<file path="config.mk">
export PLATFORM = sky130hd
export DESIGN_NAME = pipeline_hazard_unit
export DESIGN_NICKNAME = d
export VERILOG_FILES = /design/src/rtl/pipeline_hazard_unit.sv
export SDC_FILE = /design/constraint.sdc
export NUM_CORES = 1
export LEC_CHECK = 0
export BUFFER_PORTS_ARGS = -buffer_cell sky130_fd_sc_hd__buf_2
export CAP_MARGIN = 20
export CORE_UTILIZATION = 35
export CTS_CLUSTER_SIZE = 30
export DETAILED_ROUTE_END_ITERATION = 10
export GPL_ROUTABILITY_DRIVEN = 0
export GPL_TIMING_DRIVEN = 0
export SETUP_SLACK_MARGIN = 0.02
export SLEW_MARGIN = 20
export SYNTH_ARGS = -nofsm -noshare
export SYNTH_HDL_FRONTEND = slang
export SYNTH_SLANG_ARGS = --single-unit
</file>
<file path="constraint.sdc">
create_clock -name clk -period 1.79 [get_ports clk]
set_input_delay 0.0895 -clock clk [delete_from_list [all_inputs] [get_ports clk]]
set_output_delay 0.0895 -clock clk [all_outputs]
set_load 0.02 [all_outputs]
</file>
<file path="src/rtl/pipeline_hazard_unit.sv">
// Hazard controller for the 5-stage core: shadow EX/MEM/WB destination tracking,
// stall/flush/forward control and IDLE/RUN/DRAIN sequencing. Optional macro: FORWARDING_EN.
module pipeline_hazard_unit #(
  parameter int RA_W = 3
) (
  input  logic            clk,
  input  logic            rst,
  input  logic            start,
  input  logic            idValid,
  input  logic [RA_W-1:0] idRs1,
  input  logic [RA_W-1:0] idRs2,
  input  logic            idUsesRs1,
  input  logic            idUsesRs2,
  input  logic [RA_W-1:0] idRd,
  input  logic            idRegWriteEn,
  input  logic            idLdm,
  input  logic            idHalt,
  input  logic            exRedirect,
  output logic            stall,
  output logic            flushId,
  output logic            flushEx,
  output logic [1:0]      fwdA,
  output logic [1:0]      fwdB,
  output logic            drained
);

  typedef enum logic [1:0] {
    S_IDLE  = 2'd0,
    S_RUN   = 2'd1,
    S_DRAIN = 2'd2
  } state_t;

  typedef struct packed {
    logic            valid;
    logic [RA_W-1:0] rd;
    logic            wr;
    logic            ld;
  } shadow_t;

  state_t  r_state;
  state_t  w_state_nxt;
  shadow_t r_ex;
  shadow_t r_mem;
  shadow_t r_wb;
  shadow_t w_id_entry;
  logic [1:0] r_fwd_a;
  logic [1:0] r_fwd_b;
  logic [1:0] w_fwd_a;
  logic [1:0] w_fwd_b;
  logic w_ex_a, w_ex_b, w_mem_a, w_mem_b, w_wb_a, w_wb_b;
  logic w_hazard;
  logic w_issue;
  logic w_shadow_empty;
  logic w_unused;

  function automatic logic src_match(input shadow_t e, input logic [RA_W-1:0] src,
                                     input logic uses);
    return uses & e.valid & e.wr & (e.rd == src);
  endfunction

  assign w_ex_a  = src_match(r_ex,  idRs1, idUsesRs1);
  assign w_ex_b  = src_match(r_ex,  idRs2, idUsesRs2);
  assign w_mem_a = src_match(r_mem, idRs1, idUsesRs1);
  assign w_mem_b = src_match(r_mem, idRs2, idUsesRs2);
  assign w_wb_a  = src_match(r_wb,  idRs1, idUsesRs1);
  assign w_wb_b  = src_match(r_wb,  idRs2, idUsesRs2);

`ifdef FORWARDING_EN
  // Only a load still in EX cannot be bypassed; the youngest producer wins the select.
  assign w_hazard = idValid & r_ex.ld & (w_ex_a | w_ex_b);
  assign w_fwd_a  = w_ex_a ? 2'b01 : (w_mem_a ? 2'b10 : 2'b00);
  assign w_fwd_b  = w_ex_b ? 2'b01 : (w_mem_b ? 2'b10 : 2'b00);
  assign w_unused = ^{w_wb_a, w_wb_b, r_wb.ld};
`else
  // WB is included because the register file write and the ID read share an edge.
  assign w_hazard = idValid & (w_ex_a | w_ex_b | w_mem_a | w_mem_b | w_wb_a | w_wb_b);
  assign w_fwd_a  = 2'b00;
  assign w_fwd_b  = 2'b00;
  assign w_unused = r_wb.ld;
`endif

  assign w_id_entry     = {1'b1, idRd, idRegWriteEn, idLdm};
  assign w_shadow_empty = ~r_ex.valid & ~r_mem.valid & ~r_wb.valid;
  assign w_issue        = (r_state == S_RUN) & idValid & ~stall & ~exRedirect & ~idHalt;

  // NOTE: every output of this block gets a default first so no path leaves a latch.
  always_comb begin
    w_state_nxt = r_state;
    stall       = 1'b0;
    flushId     = 1'b0;
    flushEx     = 1'b0;
    drained     = 1'b0;
    unique case (r_state)
      S_IDLE: begin
        stall   = 1'b1;
        drained = 1'b1;
        if (start) w_state_nxt = S_RUN;
      end
      S_RUN: begin
        if (exRedirect) begin
          flushId = 1'b1;
          flushEx = 1'b1;
        end else if (w_hazard) begin
          stall   = 1'b1;
          flushEx = 1'b1;
        end else if (idValid & idHalt) begin
          w_state_nxt = S_DRAIN;
        end
      end
      S_DRAIN: begin
        stall   = 1'b1;
        flushEx = 1'b1;
        flushId = exRedirect;
        drained = w_shadow_empty;
        if (w_shadow_empty) w_state_nxt = S_IDLE;
      end
      default: w_state_nxt = S_IDLE;
    endcase
  end

  // NOTE: state uses non-blocking assignments so every register samples pre-edge values.
  always_ff @(posedge clk or posedge rst) begin
    if (rst) begin
      r_state <= S_IDLE;
      r_ex    <= '0;
      r_mem   <= '0;
      r_wb    <= '0;
      r_fwd_a <= 2'b00;
      r_fwd_b <= 2'b00;
    end else begin
      r_state <= w_state_nxt;
      if (r_state != S_IDLE) begin
        r_wb  <= r_mem;
        r_mem <= r_ex;
        r_ex  <= w_issue ? w_id_entry : '0;
      end
      r_fwd_a <= w_issue ? w_fwd_a : 2'b00;
      r_fwd_b <= w_issue ? w_fwd_b : 2'b00;
    end
  end

  assign fwdA = r_fwd_a;
  assign fwdB = r_fwd_b;

endmodule

</file>
Word level (Yosys, flattened, before mapping)
Index checks and enable logic that the tools add are counted.
W data, S select, Z words.
{"block": "op_classes", "n_mux": 15, "n_bitwise": 37, "eq_ne": 13, "n_reduce_logical": 4}
{"cell": "$and A1 B1 Y1", "count": 26}
{"cell": "$eq A3 B3 Y1", "count": 6}
{"cell": "$mux W2", "count": 5}
{"cell": "$ne A2 B2 Y1 const B", "count": 4}
{"cell": "$pmux W1 S2", "count": 4}
{"cell": "$mux W6", "count": 1}
{"cell": "$not A1 Y1", "count": 6}
{"cell": "$pmux W2 S3", "count": 1}
{"cell": "$or A1 B1 Y1", "count": 5}
{"cell": "$reduce_and A5 Y1", "count": 1}
{"cell": "$mux W1", "count": 4}
{"cell": "$eq A2 B1 Y1 const B", "count": 1}
{"cell": "$eq A2 B2 Y1 const B", "count": 1}
{"cell": "$logic_not A2 Y1", "count": 1}
{"cell": "$ne A2 B1 Y1 const B", "count": 1}
{"cell": "$reduce_bool A2 Y1", "count": 1}
{"cell": "$reduce_or A2 Y1", "count": 1}
{"block": "word_totals", "elab_cells": 79, "out_inout_bits": 8, "register_bits": 17}

Logic depth before layout (Yosys ltp)
{"block": "logic_depth", "word_depth": 17, "mapped_depth": 7, "depth_no_buf": 7}

Worst setup path before layout
Ideal clock, no wire load.
{"block": "synth_path", "path_kind": "register -> register", "start": "register r_state[0]", "end": "register r_wb[4] (netlist name)", "synth_period_minus_slack_ns": 1.839, "path_buffers": 2, "slack_ns": -0.049, "arrival_time_ns": 1.714, "path_stages_with_launch": 6, "setup_time_ns": 0.125, "t_required_ns": 1.665, "cell_sequence": "dfrtp_1 > inv_1 > ha_1 > buf_1 > clkbuf_1 > mux2_2"}
{"block": "synth_between", "elab_chain_cells": 1}
{"item": "from (decl)", "line_no": "40", "source": "state_t r_state;"}
{"item": "from (signal assigned)", "line_no": "131", "source": "r_state <= w_state_nxt;"}
{"item": "$reduce_bool A2 Y1", "line_no": "132", "source": "if (r_state != S_IDLE) begin"}
{"item": "to (signal assigned)", "line_no": "133", "source": "r_wb <= r_mem;"}
{"item": "to (decl)", "line_no": "44", "source": "shadow_t r_wb;"}
Every way passes these cells.
A chain may end at the register's enable or synchronous reset.

Worst setup path after layout
{"block": "layout_path", "start": "register r_wb[3] (netlist name)", "end": "output port stall"}
{"block": "layout_between", "elab_chain_cells": 8, "word_cells_on_any_way": 10, "cone_classes": "eq/ne (2); mux (3); bitwise (5)"}
{"item": "$eq A3 B3 Y1", "line_no": "58", "source": "return uses & e.valid & e.wr & (e.rd == src);"}
{"item": "$and A1 B1 Y1", "line_no": "58"}
{"item": "$or A1 B1 Y1", "line_no": "76", "source": "assign w_hazard = idValid & (w_ex_a | w_ex_b | w_mem_a | w_mem_b | w_wb_a | w_wb_b);"}
{"item": "$or A1 B1 Y1 (*)", "line_no": "76"}
{"item": "$and A1 B1 Y1 (*)", "line_no": "76"}
{"item": "$mux W1 (*)", "line_no": "103", "source": "end else if (w_hazard) begin"}
{"item": "$mux W1 (*)", "line_no": "100", "source": "if (exRedirect) begin"}
{"item": "$pmux W1 S2 (*)", "line_no": "93", "source": "unique case (r_state)"}
{"item": "to (decl)", "line_no": "19", "source": "output logic stall,"}
Mark *: on every way between the ends. The rest lies on a longest branch, timed or not.

==> metrics.md <==
| Metric | Value |
|---|---|
| Synth cell types | `30` |
| N_diodes | `0` |
| Most frequent cells in the layout | `18 x xor2_1, 18 x buf_2, 17 x dfrtp_1` |
| Initial Utilization | `37.1%` |
| Largest net degree at the start of global routing | `18` |
| Max_slew headroom | `58.0%` |
| Worst R2R Path Depth | `6` |
| Final-layout fill cell count | `295` |
| Final Net Count | `roughly 180` |
| GRT Total Usage | `16.8%` |
| Initial antenna violation count | `0` |
| Synthesized flop and latch total | `17` |
| Hold Path Class | `primary input to register` |
| RSZ-0062 raised after global routing | `true` |
| Clock Sinks | `17` |
| Max VDD drop | `0.440 mV` |
| Post-synth EDFFs | `0` |
| Slew Viols, Final | `0` |
| Max-Cap Viols | `0` |
| Die Area | `3490 µm²` |
| Tot Pwr | `around 1.8 mW` |
| Minimum clock period | `1.97 ns` |
| Vias in the first global route | `between 900 and 1000` |
| Root Driver | `clkbuf_4` |
| Post-DR wirelength/cell | `~13 µm` |
| # IOs | `27` |
| Fmax achieved | `slightly above 500 MHz` |
| CORE AREA | `about 3100 µm²` |
| Max Buffers Root-to-Sink | `2` |
| Area grow syn2layout | `35.1%` |
| Leak | `0.755 nW` |
| Ys async rst share | `100%` |
| Synth Instances | `between 100 and 150` |
| Violated checks | `setup timing` |
| Die Y | `59.1 µm` |
| GR Overflow Total | `0` |
| Cell Area, Synth | `1140 µm²` |
| CP required | `approximately 1.7 ns` |
| CTS tree | `built` |
| R2R Setup Slk | `0.04 ns` |
| CTS clk-pin slew, worst paths | `approximately 0.09 ns` |
| Sequential-to-total area share from yosys stat | `37.3%` |
| Post-route setup TNS | `-0.356 ns` |
| Die W | `59.1 µm` |
| Crit-path max FO | `3` |
| Dpl hpwl | `1.86 mm` |
| Wire length of the first global-routing pass | `4.30 mm` |
| DRC viols | `0` |
| Cts bufs inserted | `3` |
| Drt first pass iters | `4` |
| H-tree depth | `1` |
| Fin util | `50.1%` |
| Syn_area_per_cell | `a little under 10 µm²` |
| Power Density | `1200 nW/µm²` |
| Worst slew pin tran | `0.630 ns` |
| Final ANT Viol Nets | `0` |
| Worst setup margin | `-0.178 ns` |
| I/O Buffers | `21` |
| Initial DRC count | `13` |
| Drt via density | `4.86` |
| Yosys warning count | `0` |
| Startpoint type of the worst setup path | `register` |
| Final setup fails | `2` |
| Outcome | `complete, but fails checks` |
| Vias | `between 900 and 1000` |
| Main synth FF type | `dfrtp_1` |
| CP Data Arrival Time | `around 1.9 ns` |
| Share of cells above drive strength 1 | `43.9%` |
| Clock Skew | `0.00120 ns` |
| Num rows | `20` |
| Setup crit end kind | `primary output` |
| Final wirelength | `about 2.6 mm` |
| Clock Latency Late Sink | `a little under 0.3 ns` |
| Cell count of the worst hold path | `3` |
| Hold Vio Cnt, Final | `0` |
| Fin crit share | `110%` |
| Critical path class | `register to primary output` |
==> kinds of logic after synthesis <==
kind of cell | share of synthesized area, %
other | 0.329
adders and majority gates | 4.39
muxes | 9.87
xor gates and xnor gates | 13.8
DFF | 37.3
and+or+nand+nor | 16.4
AOI/OAI and AO/OA | 12.0
buffers and inverters | 5.92
==> registers in the layout, summed over array words and instances (netlist names) <==
signal   flops
r_wb         5
r_mem        5
r_state      2
r_ex         5
==> report_power, final <==
part / total (mW) / internal (mW) / leakage (nW) / switching, mW
clock network: 0.200 / 0.0870 / 0.0150 / 0.113
logic: 1.12 / 0.563 / 0.507 / 0.559
registers: 0.520 / 0.451 / 0.233 / 0.0688
total: 1.84 / 1.10 / 0.755 / 0.741
==> metrics by stage <==
stage / area, µm² / hold slack (ns) / cells / worst slack, ns
after floorplan: 1150 / 0.0156 / 119 / 0.0818
after global placement: 1310 / 0.200 / 184 / -0.253
after detailed placement: 1310 / 0.203 / 184 / -0.215
after CTS: 1490 / 0.0366 / 195 / -0.215
after global routing: 1540 / 0.0350 / 199 / -0.300
final: 1540 / 0.0307 / 199 / -0.178
==> routing by layer <==
layer | up-vias | share of wire, % | global-route usage, %
li1 | 472 | - | -
met1 | 475 | 43 | 19.9
met2 | 16 | 52 | 28.9
met3 | 5 | 3.7 | 4.15
met4 | 0 | 1.6 | 6.80
met5 | - | 0 | 0
==> worst paths after layout <==
check,start,end
worst max-delay path,r_wb[3],stall
min in group asynchronous,rst,r_wb[2]
max in group asynchronous,rst,r_wb[1]
worst max register to register,r_mem[3],r_ex[3]
worst min-delay path,idRd[0],r_ex[2]
worst min register to register,r_wb[1],r_wb[1]
==> worst max-delay path, cell delays in order, from the launching register on <==
cell	delay, ns
dfrtp_1	0.42
xor2_1	0.20
nor4_2	0.09
nor4_4	0.37
a21oi_1	0.11
o31a_1	0.26
buf_6	0.13
==> synth_stat cells, types with 2 or more instances <==
library cell	n	share of area [%]
a21oi_1	2	0.88
ha_1	4	4.4
nand2_1	15	4.9
nor4_1	6	3.3
buf_4	4	2.6
inv_1	8	2.6
o31a_1	2	1.5
o21ai_0	5	2.2
mux2_2	10	9.9
xor2_1	18	14
dfrtp_1	17	37
nand3_1	7	3.1
==> layout make-up <==
| cell class | instances | area [µm²] | area share [%] |
|---|---|---|---|
| clock buffers | 4 | 26.3 | 1.70 |
| flip-flops and latches | 17 | 425 | 27.6 |
| inverters | 8 | 30.0 | 1.95 |
| plain buffers | 6 | 56.3 | 3.65 |
| repair buffers | 32 | 205 | 13.3 |
| well taps | 44 | 55.1 | 3.57 |
| multi-input cells | 88 | 743 | 48.2 |
==> repair_timing <==
item | 4_1_cts | 5_1_grt
endpoints found under the setup margin | 11 | 8
setup buffers | 6 | 4
pin swaps | 10 | 7
hold buffers | 1 | 0
gates resized for setup | 22 | 11
hold endpoints to repair | 17 | 0
Note: power is estimated with default switching activity, not from simulation.
